==> src/rtl/temp_mon_pkg.sv <==
// -----------------------------------------------------------------------------
// temp_mon_pkg
// Shared definitions for the multi-channel temperature monitor.
//   state_t : system state encoding, also the value driven on system_state
//             (IDLE=0, NORMAL=1, WARNING=2, FAULT=3).
// -----------------------------------------------------------------------------
package temp_mon_pkg;

    typedef enum logic [1:0] {
        ST_IDLE    = 2'd0,
        ST_NORMAL  = 2'd1,
        ST_WARNING = 2'd2,
        ST_FAULT   = 2'd3
    } state_t;

    localparam int STATE_W = 2;

endpackage

==> src/rtl/temp_max_tree.sv <==
// -----------------------------------------------------------------------------
// temp_max_tree
// Combinational reduction over NUM_CH unsigned samples: the maximum value and
// a per-channel mask of samples at or above threshold TH.
// Ports:
//   samples   in  NUM_CH*DATA_W  packed samples, channel 0 in the LSBs
//   max_val   out DATA_W         largest sample
//   over_mask out NUM_CH         bit i set when sample i >= TH
// -----------------------------------------------------------------------------
module temp_max_tree #(
    parameter int NUM_CH = 4,
    parameter int DATA_W = 8,
    parameter int TH     = 80
) (
    input  logic [NUM_CH*DATA_W-1:0] samples,
    output logic [DATA_W-1:0]        max_val,
    output logic [NUM_CH-1:0]        over_mask
);

    localparam logic [DATA_W-1:0] TH_W = DATA_W'(TH);

    // run_max[i] is the maximum of channels 0..i
    logic [DATA_W-1:0] run_max [NUM_CH];

    generate
        for (genvar gi = 0; gi < NUM_CH; gi++) begin : g_ch
            logic [DATA_W-1:0] ch_val;
            assign ch_val        = samples[gi*DATA_W +: DATA_W];
            assign over_mask[gi] = (ch_val >= TH_W);
            if (gi == 0) begin : g_first
                assign run_max[gi] = ch_val;
            end else begin : g_rest
                assign run_max[gi] = (ch_val > run_max[gi-1]) ? ch_val : run_max[gi-1];
            end
        end
    endgenerate

    assign max_val = run_max[NUM_CH-1];

endmodule

==> src/rtl/multi_temp_monitor.sv <==
// -----------------------------------------------------------------------------
// multi_temp_monitor
// Two-stage temperature supervisor. Stage 1 registers the channel maximum and
// the over-fault-threshold mask of each valid sample; stage 2 runs the
// IDLE/NORMAL/WARNING/FAULT state machine with debounce and hysteresis.
// LEDs are registered decodes of the state.
// Optional feature macro: TEMP_MON_BLINK_EN -- falt_led blinks in FAULT with a
//   half period of 2^BLINK_LOG2 cycles, starting on.
// Ports:
//   clk          in  1               system clock
//   reset_n      in  1               asynchronous active-low reset
//   temp_data    in  NUM_CH*DATA_W   channel samples, ch0 in LSBs
//   temp_valid   in  1               all channels sampled this cycle
//   fault_clr    in  1               request to leave FAULT
//   system_state out 2               current state (temp_mon_pkg::state_t)
//   max_temp     out DATA_W          max channel of last valid sample
//   fault_ch     out NUM_CH          mask of channels that faulted
//   norm_led, warn_led, falt_led out 1 state indicators
// Parameter constraints: 1 <= NUM_CH <= 16, WARN_TH < FAULT_TH,
// HYST < WARN_TH, DEBOUNCE >= 1.
// -----------------------------------------------------------------------------
module multi_temp_monitor
    import temp_mon_pkg::*;
#(
    parameter int NUM_CH   = 4,
    parameter int DATA_W   = 8,
    parameter int WARN_TH  = 60,
    parameter int FAULT_TH = 80,
    parameter int HYST     = 4,
    parameter int DEBOUNCE = 3
`ifdef TEMP_MON_BLINK_EN
    ,parameter int BLINK_LOG2 = 4
`endif
) (
    input  logic                     clk,
    input  logic                     reset_n,
    input  logic [NUM_CH*DATA_W-1:0] temp_data,
    input  logic                     temp_valid,
    input  logic                     fault_clr,
    output logic [1:0]               system_state,
    output logic [DATA_W-1:0]        max_temp,
    output logic [NUM_CH-1:0]        fault_ch,
    output logic                     norm_led,
    output logic                     warn_led,
    output logic                     falt_led
);

    localparam logic [DATA_W-1:0] WARN_T   = DATA_W'(WARN_TH);
    localparam logic [DATA_W-1:0] FAULT_T  = DATA_W'(FAULT_TH);
    localparam logic [DATA_W-1:0] WARN_LO  = DATA_W'(WARN_TH - HYST);
    localparam logic [DATA_W-1:0] FAULT_LO = DATA_W'(FAULT_TH - HYST);
    localparam int                CNT_W    = $clog2(DEBOUNCE + 1);
    localparam logic [CNT_W-1:0]  DEB_W    = CNT_W'(DEBOUNCE);

    // ---------------- stage 1: reduction + registers ----------------
    logic [DATA_W-1:0] tree_max;
    logic [NUM_CH-1:0] tree_mask;

    temp_max_tree #(
        .NUM_CH (NUM_CH),
        .DATA_W (DATA_W),
        .TH     (FAULT_TH)
    ) u_tree (
        .samples   (temp_data),
        .max_val   (tree_max),
        .over_mask (tree_mask)
    );

    logic [DATA_W-1:0] max_temp_reg;
    logic [NUM_CH-1:0] fault_mask_reg;
    logic              valid_d_reg;
    logic              clr_d_reg;

    // fault_clr travels with the sample it accompanied, so a clear request
    // arriving together with a hot sample is judged against that sample.
    always_ff @(posedge clk or negedge reset_n) begin
        if (!reset_n) begin
            max_temp_reg   <= '0;
            fault_mask_reg <= '0;
            valid_d_reg    <= 1'b0;
            clr_d_reg      <= 1'b0;
        end else begin
            valid_d_reg <= temp_valid;
            clr_d_reg   <= fault_clr;
            if (temp_valid) begin
                max_temp_reg   <= tree_max;
                fault_mask_reg <= tree_mask;
            end
        end
    end

    // ---------------- stage 2: state machine ----------------
    state_t            state_reg;
    state_t            cand_reg;
    logic [CNT_W-1:0]  deb_cnt_reg;
    logic [NUM_CH-1:0] fault_ch_reg;

    logic             is_hot;
    logic             is_warm;
    logic             below_warn_lo;
    logic             below_fault_lo;
    state_t           target;
    state_t           zone;
    logic [CNT_W-1:0] cnt_inc;

    always_comb begin
        is_hot         = (max_temp_reg >= FAULT_T);
        is_warm        = (max_temp_reg >= WARN_T);
        below_warn_lo  = (max_temp_reg <  WARN_LO);
        below_fault_lo = (max_temp_reg <  FAULT_LO);

        // Zone without hysteresis, used when leaving IDLE
        zone = is_hot ? ST_FAULT : (is_warm ? ST_WARNING : ST_NORMAL);

        target = state_reg;
        case (state_reg)
            ST_NORMAL:  if (is_warm)       target = ST_WARNING;
            ST_WARNING: if (below_warn_lo) target = ST_NORMAL;
            default:    target = state_reg;
        endcase
        if ((state_reg != ST_IDLE) && is_hot) target = ST_FAULT;

        // A new candidate starts a fresh run of one sample
        cnt_inc = (target == cand_reg) ? deb_cnt_reg + 1'b1 : CNT_W'(1);
    end

    always_ff @(posedge clk or negedge reset_n) begin
        if (!reset_n) begin
            state_reg    <= ST_IDLE;
            cand_reg     <= ST_IDLE;
            deb_cnt_reg  <= '0;
            fault_ch_reg <= '0;
        end else begin
            case (state_reg)
                ST_IDLE: begin
                    if (valid_d_reg) begin
                        state_reg    <= zone;
                        cand_reg     <= zone;
                        deb_cnt_reg  <= '0;
                        fault_ch_reg <= is_hot ? fault_mask_reg : '0;
                    end
                end
                ST_NORMAL, ST_WARNING: begin
                    if (valid_d_reg) begin
                        if (target == ST_FAULT) begin
                            state_reg    <= ST_FAULT;
                            cand_reg     <= ST_FAULT;
                            deb_cnt_reg  <= '0;
                            fault_ch_reg <= fault_mask_reg;
                        end else if (target == state_reg) begin
                            cand_reg    <= state_reg;
                            deb_cnt_reg <= '0;
                        end else if (cnt_inc >= DEB_W) begin
                            state_reg   <= target;
                            cand_reg    <= target;
                            deb_cnt_reg <= '0;
                        end else begin
                            cand_reg    <= target;
                            deb_cnt_reg <= cnt_inc;
                        end
                    end
                end
                default: begin // ST_FAULT, latched until cleared
                    if (clr_d_reg && below_fault_lo) begin
                        state_reg    <= below_warn_lo ? ST_NORMAL : ST_WARNING;
                        cand_reg     <= below_warn_lo ? ST_NORMAL : ST_WARNING;
                        deb_cnt_reg  <= '0;
                        fault_ch_reg <= '0;
                    end else if (valid_d_reg) begin
                        fault_ch_reg <= fault_ch_reg | fault_mask_reg;
                    end
                end
            endcase
        end
    end

    // ---------------- LED decode ----------------
    logic blink_on;

`ifdef TEMP_MON_BLINK_EN
    logic [BLINK_LOG2-1:0] blink_cnt_reg;
    logic                  blink_phase_reg;

    always_ff @(posedge clk or negedge reset_n) begin
        if (!reset_n) begin
            blink_cnt_reg   <= '0;
            blink_phase_reg <= 1'b0;
        end else if (state_reg != ST_FAULT) begin
            blink_cnt_reg   <= '0;
            blink_phase_reg <= 1'b0;
        end else begin
            blink_cnt_reg <= blink_cnt_reg + 1'b1;
            if (&blink_cnt_reg) blink_phase_reg <= ~blink_phase_reg;
        end
    end

    assign blink_on = ~blink_phase_reg;
`else
    assign blink_on = 1'b1;
`endif

    logic norm_led_reg;
    logic warn_led_reg;
    logic falt_led_reg;

    always_ff @(posedge clk or negedge reset_n) begin
        if (!reset_n) begin
            norm_led_reg <= 1'b0;
            warn_led_reg <= 1'b0;
            falt_led_reg <= 1'b0;
        end else begin
            norm_led_reg <= (state_reg == ST_NORMAL);
            warn_led_reg <= (state_reg == ST_WARNING);
            falt_led_reg <= (state_reg == ST_FAULT) && blink_on;
        end
    end

    assign system_state = state_reg;
    assign max_temp     = max_temp_reg;
    assign fault_ch     = fault_ch_reg;
    assign norm_led     = norm_led_reg;
    assign warn_led     = warn_led_reg;
    assign falt_led     = falt_led_reg;

endmodule

==> config.mk <==
export PLATFORM = sky130hd
export DESIGN_NAME = multi_temp_monitor
export DESIGN_NICKNAME = d
export VERILOG_FILES = /design/src/rtl/temp_mon_pkg.sv /design/src/rtl/temp_max_tree.sv /design/src/rtl/multi_temp_monitor.sv
export SDC_FILE = /design/constraint.sdc
export NUM_CORES = 1
export LEC_CHECK = 0
export ABC_AREA = 1
export CAP_MARGIN = 5
export CORE_MARGIN = 2
export CORE_UTILIZATION = 46
export DETAILED_ROUTE_END_ITERATION = 8
export MAX_ROUTING_LAYER = met4
export PLACE_DENSITY = 0.77
export SLEW_MARGIN = 40
export SYNTH_ARGS = -nofsm -noshare
export SYNTH_HDL_FRONTEND = slang
export SYNTH_SLANG_ARGS = --single-unit
==> constraint.sdc <==
create_clock -name clk -period 2.05 [get_ports clk]
set_clock_uncertainty 0.1 [all_clocks]
set_input_delay 0.41 -clock clk [delete_from_list [all_inputs] [get_ports clk]]
set_output_delay 0.41 -clock clk [all_outputs]
set_load 0.005 [all_outputs]
==> results of run 1 <==
[placed cells by master (no fill, tap or decap), types with 4 or more instances in the layout]
cell             count
a21oi_1             10
a31oi_1              6
and2_4               6
buf_2                4
buf_4              114
buf_6               15
clkdlybuf4s50_1     36
dfrtp_1             27
ha_1                 7
ha_4                18
inv_1               24
inv_2               12
nand2_1             68
nand2_2             26
nand2_4              9
nand3_1             12
nand3_2             18
nand3_4              5
nand3b_1             6
nand4_1              4
nor2_1              11
nor2_4               6
o21ai_0             11
o21ai_1              5
o21ai_2              7
[through the flow]
step | worst slack [ns] | util, % | hold WS, ns | TNS (ns)
after global placement | -2.73 | 70.4 | 0.370 | -21.62
after CTS | -1.72 | 86.3 | 0.295 | -13.73
after detailed placement | -2.84 | 70.4 | 0.369 | -22.59
after floorplan | -1.78 | - | 0.0144 | -13.86
after global routing | -2.32 | 92.7 | 0.373 | -19.43
final | -2.30 | 92.7 | 0.358 | -18.23
[how the worst max path moves through the flow]
stage | endpoint
floorplan | max_temp[6]
global placement | max_temp[5]
detailed placement | max_temp[5]
CTS | max_temp[5]
global route | max_temp[1]
finish | max_temp[1]
[cell families after synthesis]
| logic type | Yosys count | share of synthesized area [%] |
|---|---|---|
| AO/OA/AOI/OAI | 53 | 13.3 |
| flip-flops | 27 | 28.7 |
| adder cells (fa/ha/maj) | 28 | 14.9 |
| AND/OR/NAND/NOR | 179 | 36.0 |
| buffers and inverters | 45 | 7.17 |
[metal layers]
| layer | global-route usage (%) | vias up |
|---|---|---|
| li1 | - | 1456 |
| met4 | 24.2 | 0 |
| met2 | 70.8 | 434 |
| met5 | - | - |
| met1 | 38.5 | 1681 |
| met3 | 6.08 | 192 |
[worst register-to-register path: stages, from the launching register on]
cell	delay, ns
dfrtp_1	0.41
inv_2	0.09
buf_4	0.13
ha_1	0.20
nor2_1	0.07
nor2_1	0.16
nand2_2	0.12
nand4_1	0.12
nand2_2	0.09
nor2_4	0.12
nand3_2	0.10
nand2_2	0.12
nand2_2	0.07
nand2_1	0.08
nand2_1	0.06
[power by group]
group          leakage, nW  internal [mW]  switching [mW]  total [mW]
sequential           0.327          0.715           0.156       0.872
combinational         1.89           1.74            2.28        4.02
clock               0.0217          0.140           0.215       0.355
total                 2.24           2.60            2.65        5.25
[cell type report]
class                      instances  area share (%)
clock buffer                       3           0.889
clock inverter                     1           0.162
inverter                          42            4.15
multi-input combinational        261            46.8
sequential                        27            14.5
tap                               70            1.89
timing repair buffer             173            31.5
[repair_timing]
item                                    CTS  global route
buffers inserted                         53            13
pin swaps                                60            50
hold endpoints to repair                  0             0
cloned                                    1             0
gates resized for setup                 154            50
endpoints found under the setup margin    8            18
==> results.yml, run 1 <==
cts:
  clkLatencyLatePin_ns: 0.31
  cts_hold_buffers: 0
  path_clk_slew_ns: 0.12
  cts_tree: "built"
  htree_levels: 1
  clockBufferDepth: 2
  root_buffer: "clkbuf_8"
  numCtsBuffers: 3
  cts.sinks: 27
floorplan:
  num_rows: 26
  dieArea_sq_mm: 0.00571
  die-height_microns: 75.6
  die_w_microns: 75.6
  start_util_pct: 47.1
  core_sq_mm: 0.00501
  ios: 53
detailed_routing:
  vias_per_cell: 6.52
  met1Wirelength_mm: 4.34
  met2WireLength_mm: 6.51
  firstDrtPassIters: 9
  detailroute.wirelength.met3_mm: 1.61
  postRouteAntennaNets: 0
  drc: 8
  routed.top_layer: "met4"
  vias: 3763
  wl_per_cell_microns: 24.8
  drt-initial-drc-count: 608
  wirelength_mm: 14.3
global_route:
  gr-total-overflow: 0
  grt_pass1_vias: 3357
  grt_max_degree: 28
  grt_first_pass_wirelength_mm: 16.0
  antenna_found_initial: 0
  gr-usage-all-layers_pct: 39.0
yosys:
  yosys.cell_types.count: 33
  syn_inst: 332
  synthTopCellsByArea: "dfrtp_1, nand2_1, ha_1"
  synthesis.area_sq_mm: 0.00236
  yosys.area.top_type: "dfrtp_1"
  ys.flop_type: "dfrtp_1"
  synth_top_area_share_pct: 28.7
  synthTopCellsByCount: "nand2_1, inv_1, nand3_1"
  synth_edf_count: 0
  synth-seq-cells: 27
  syn-num-nets: 396
  async_flop_share_pct: 100
  yosysMostFrequentCell: "nand2_1"
  yosysSeqAreaShare_pct: 28.7
  yosys_warnings: 0
  synth_area_per_cell_sq_um: 7.10
placed_design:
  hpwlAfterDp_mm: 5.53
  portBuffers: 52
  post_dp_cell_area_sq_mm: 0.00353
  post-place-cells: 508
  gp_congestion: 1.06
sta:
  min_period_over_period_pct: 212
  tightest_slew_ns: 0.421
  relSlewSlack_pct: 71.7
  finalCriticalPeriod_ns: 4.35
  slew_violations: 0
  hold_viol: 0
  layout_setup_ws_ns: -2.30
  clock.fmax_ghz: 0.230
  rsz0062_at_grt: "yes"
  finalSetupViolCount: 15
critical_path:
  r2r-end: "system_state[1]"
  crit_type: "input port to flop"
  crit_path_start: "temp_data[1]"
  cpLargestDelayFamily: "simple AND/OR/NAND/NOR gates"
  rr_worst_depth: 14
  worst-path-max-fanout: 8
  cp-start-kind: "input port"
  r2r_slack_ns: -0.10
  worstPathRequired_ns: 2.14
  r2r_start: "system_state[1]"
  slowest_delay_ns: 0.33
  cpMaxStageDelayCell: "ha_1"
  end_kind: "flop"
  cp.arrival_ns: 4.44
  cp_num_cells: 32
  path_buf_inv: 7
finish:
  multi_input_area_sq_mm: 0.00217
  seq_area_sq_um: 676
  n_antenna_cell: 0
  stdcell_area_sq_mm: 0.00464
  fillers: 185
  drive_above_1_share_pct: 53.8
  largest_reg_flops: 8
  syn2layout_area_growth_pct: 97.0
  nNetsFinal: 572
  stdcell_count: 577
power:
  ir_drop_mv: 0.847
  power_density_mw_per_mm2: 1130
  total_power_mw: 5.25
  power.leakage_nw: 2.24
min_path:
  worstHoldStart: "temp_data[6]"
  min_path_cells: 3
  holdPathEnd: "fault_mask_reg[0]"
  hold_class: "input port to flop"
status:
  status: "finished with violations"
  violations: "DRC, setup timing"
job:
  maxCapViolCount: 0
No activity file was read; power rests on OpenSTA's default activity.
==> run 2, diff against run 1 <==
PLACE_DENSITY = unset   (was 0.77)
PLACE_DENSITY_LB_ADDON = 0.12   (was unset)
==> results.yml, run 2 (same netlist as run 1, synthesis figures left out) <==
cts:
  path_clk_slew_ns: 0.09
  numCtsBuffers: 3
  cts_tree: "built"
  cts.sinks: 27
  clockBufferDepth: 2
  htree_levels: 1
  clkLatencyLatePin_ns: 0.27
  root_buffer: "clkbuf_8"
detailed_routing:
  wirelength_mm: 9.03
  postRouteAntennaNets: 0
  firstDrtPassIters: 8
  detailroute.wirelength.met3_microns: 450
  wl_per_cell_microns: 16.3
  drc: 0
  drt-initial-drc-count: 267
  met2WireLength_mm: 4.66
  met1Wirelength_mm: 3.49
  vias_per_cell: 5.50
  vias: 3047
  routed.top_layer: "met4"
floorplan:
  start_util_pct: 47.1
  dieArea_sq_mm: 0.00571
  ios: 53
  num_rows: 26
  die_w_microns: 75.6
  die-height_microns: 75.6
  core_sq_mm: 0.00501
finish:
  utilization_pct: 85.4
  final_cell_mix: "buf_4, nand2_1, clkdlybuf4s50_1"
  fillers: 281
  final_common_cell: "buf_4"
  seq_area_sq_um: 676
  nNetsFinal: 549
  multi_input_area_sq_mm: 0.00205
  largest_reg_flops: 8
  syn2layout_area_growth_pct: 81.5
  drive_above_1_share_pct: 48.6
  n_antenna_cell: 0
status:
  status: "finished with violations"
  violations: "setup timing"
sta:
  clock.fmax_ghz: 0.237
  layout_setup_ws_ns: -2.18
  tightest_slew_ns: 0.354
  rsz0062_at_grt: "yes"
  min_period_over_period_pct: 206
  finalSetupViolCount: 8
  relSlewSlack_pct: 76.4
  hold_viol: 0
  fin_hold_ws_ns: 0.364
  finalCriticalPeriod_ns: 4.23
  slew_violations: 0
critical_path:
  r2r_slack_ns: 0.07
  slowest_delay_ns: 0.24
  cp-start-kind: "input port"
  crit_type: "input port to flop"
  cpLargestDelayFamily: "simple AND/OR/NAND/NOR gates"
  r2r_start: "system_state[0]"
  cp.arrival_ns: 4.29
  worst-path-max-fanout: 8
  worstPathRequired_ns: 2.12
  end_kind: "flop"
  path_buf_inv: 5
  crit_path_start: "temp_data[1]"
  cpMaxStageDelayCell: "ha_4"
placed_design:
  preCtsSetupSlack_ns: -2.85
  hpwlAfterDp_mm: 5.51
  portBuffers: 52
  gp_congestion: 0.941
global_route:
  grt_first_pass_wirelength_mm: 13.2
  antenna_found_initial: 0
  grt_pass1_vias: 2986
  grt_max_degree: 28
  gr-total-overflow: 0
  gr-usage-all-layers_pct: 30.8
power:
  power_density_mw_per_mm2: 1070
  power.leakage_nw: 2.10
  ir_drop_mv: 0.700
min_path:
  worstHoldStart: "temp_data[6]"
  hold_class: "input port to flop"
job:
  maxCapViolCount: 0
[run 2: routing by layer]
metal / GRT usage [%] / up-vias
met5: - / -
met4: 8.38 / 0
met3: 3.57 / 46
met1: 35.5 / 1439
met2: 56.3 / 153
li1: - / 1409
[run 2: worst min-delay path, cell delays in order]
cell and delay (ns):
buf_2 0.11, o21ai_0 0.09, a31oi_1 0.09
[run 2: layout make-up]
cell class,instances,area share (%)
flip-flops and latches,27,15.8
inverters,42,4.44
multi-input cells,261,47.8
clock buffers,3,0.965
clock inverters,1,0.117
well taps,70,2.05
repair buffers,150,28.8
[run 2: path summary, 6_finish.rpt]
path | to | cells after the start
setup / recovery | max_temp[5] | 30
hold / removal | fault_mask_reg[0] | 3
setup reg to reg | system_state[1] | 17
hold reg to reg | max_temp[0] | 2
max in group asynchronous | fault_mask_reg[0] | 2
min in group asynchronous | max_temp[3] | 2
[run 2: power by group]
group	internal (mW)	total, mW	switching [mW]
Clock	0.136	0.297	0.162
Combinational	1.61	3.43	1.82
Sequential	0.716	0.854	0.139
[run 2: through the flow]
step | instance area, sq um | cells | power (mW) | TNS (ns)
after floorplan | 2510 | 332 | 2.42 | -13.86
after global placement | 3580 | 515 | 3.32 | -21.67
after detailed placement | 3580 | 515 | 3.40 | -22.73
after CTS | 4080 | 547 | 4.02 | -13.84
after global routing | 4280 | 554 | 4.92 | -18.30
final | 4280 | 554 | 4.58 | -17.02
[run 2: repair_timing]
action                                  4_1_cts  5_1_grt
hold buffers                                  0        0
gates cloned                                  1        0
buffers inserted                             27        7
gates resized for setup                     128       41
endpoints found under the setup margin        8       18
pin swaps                                    50       40
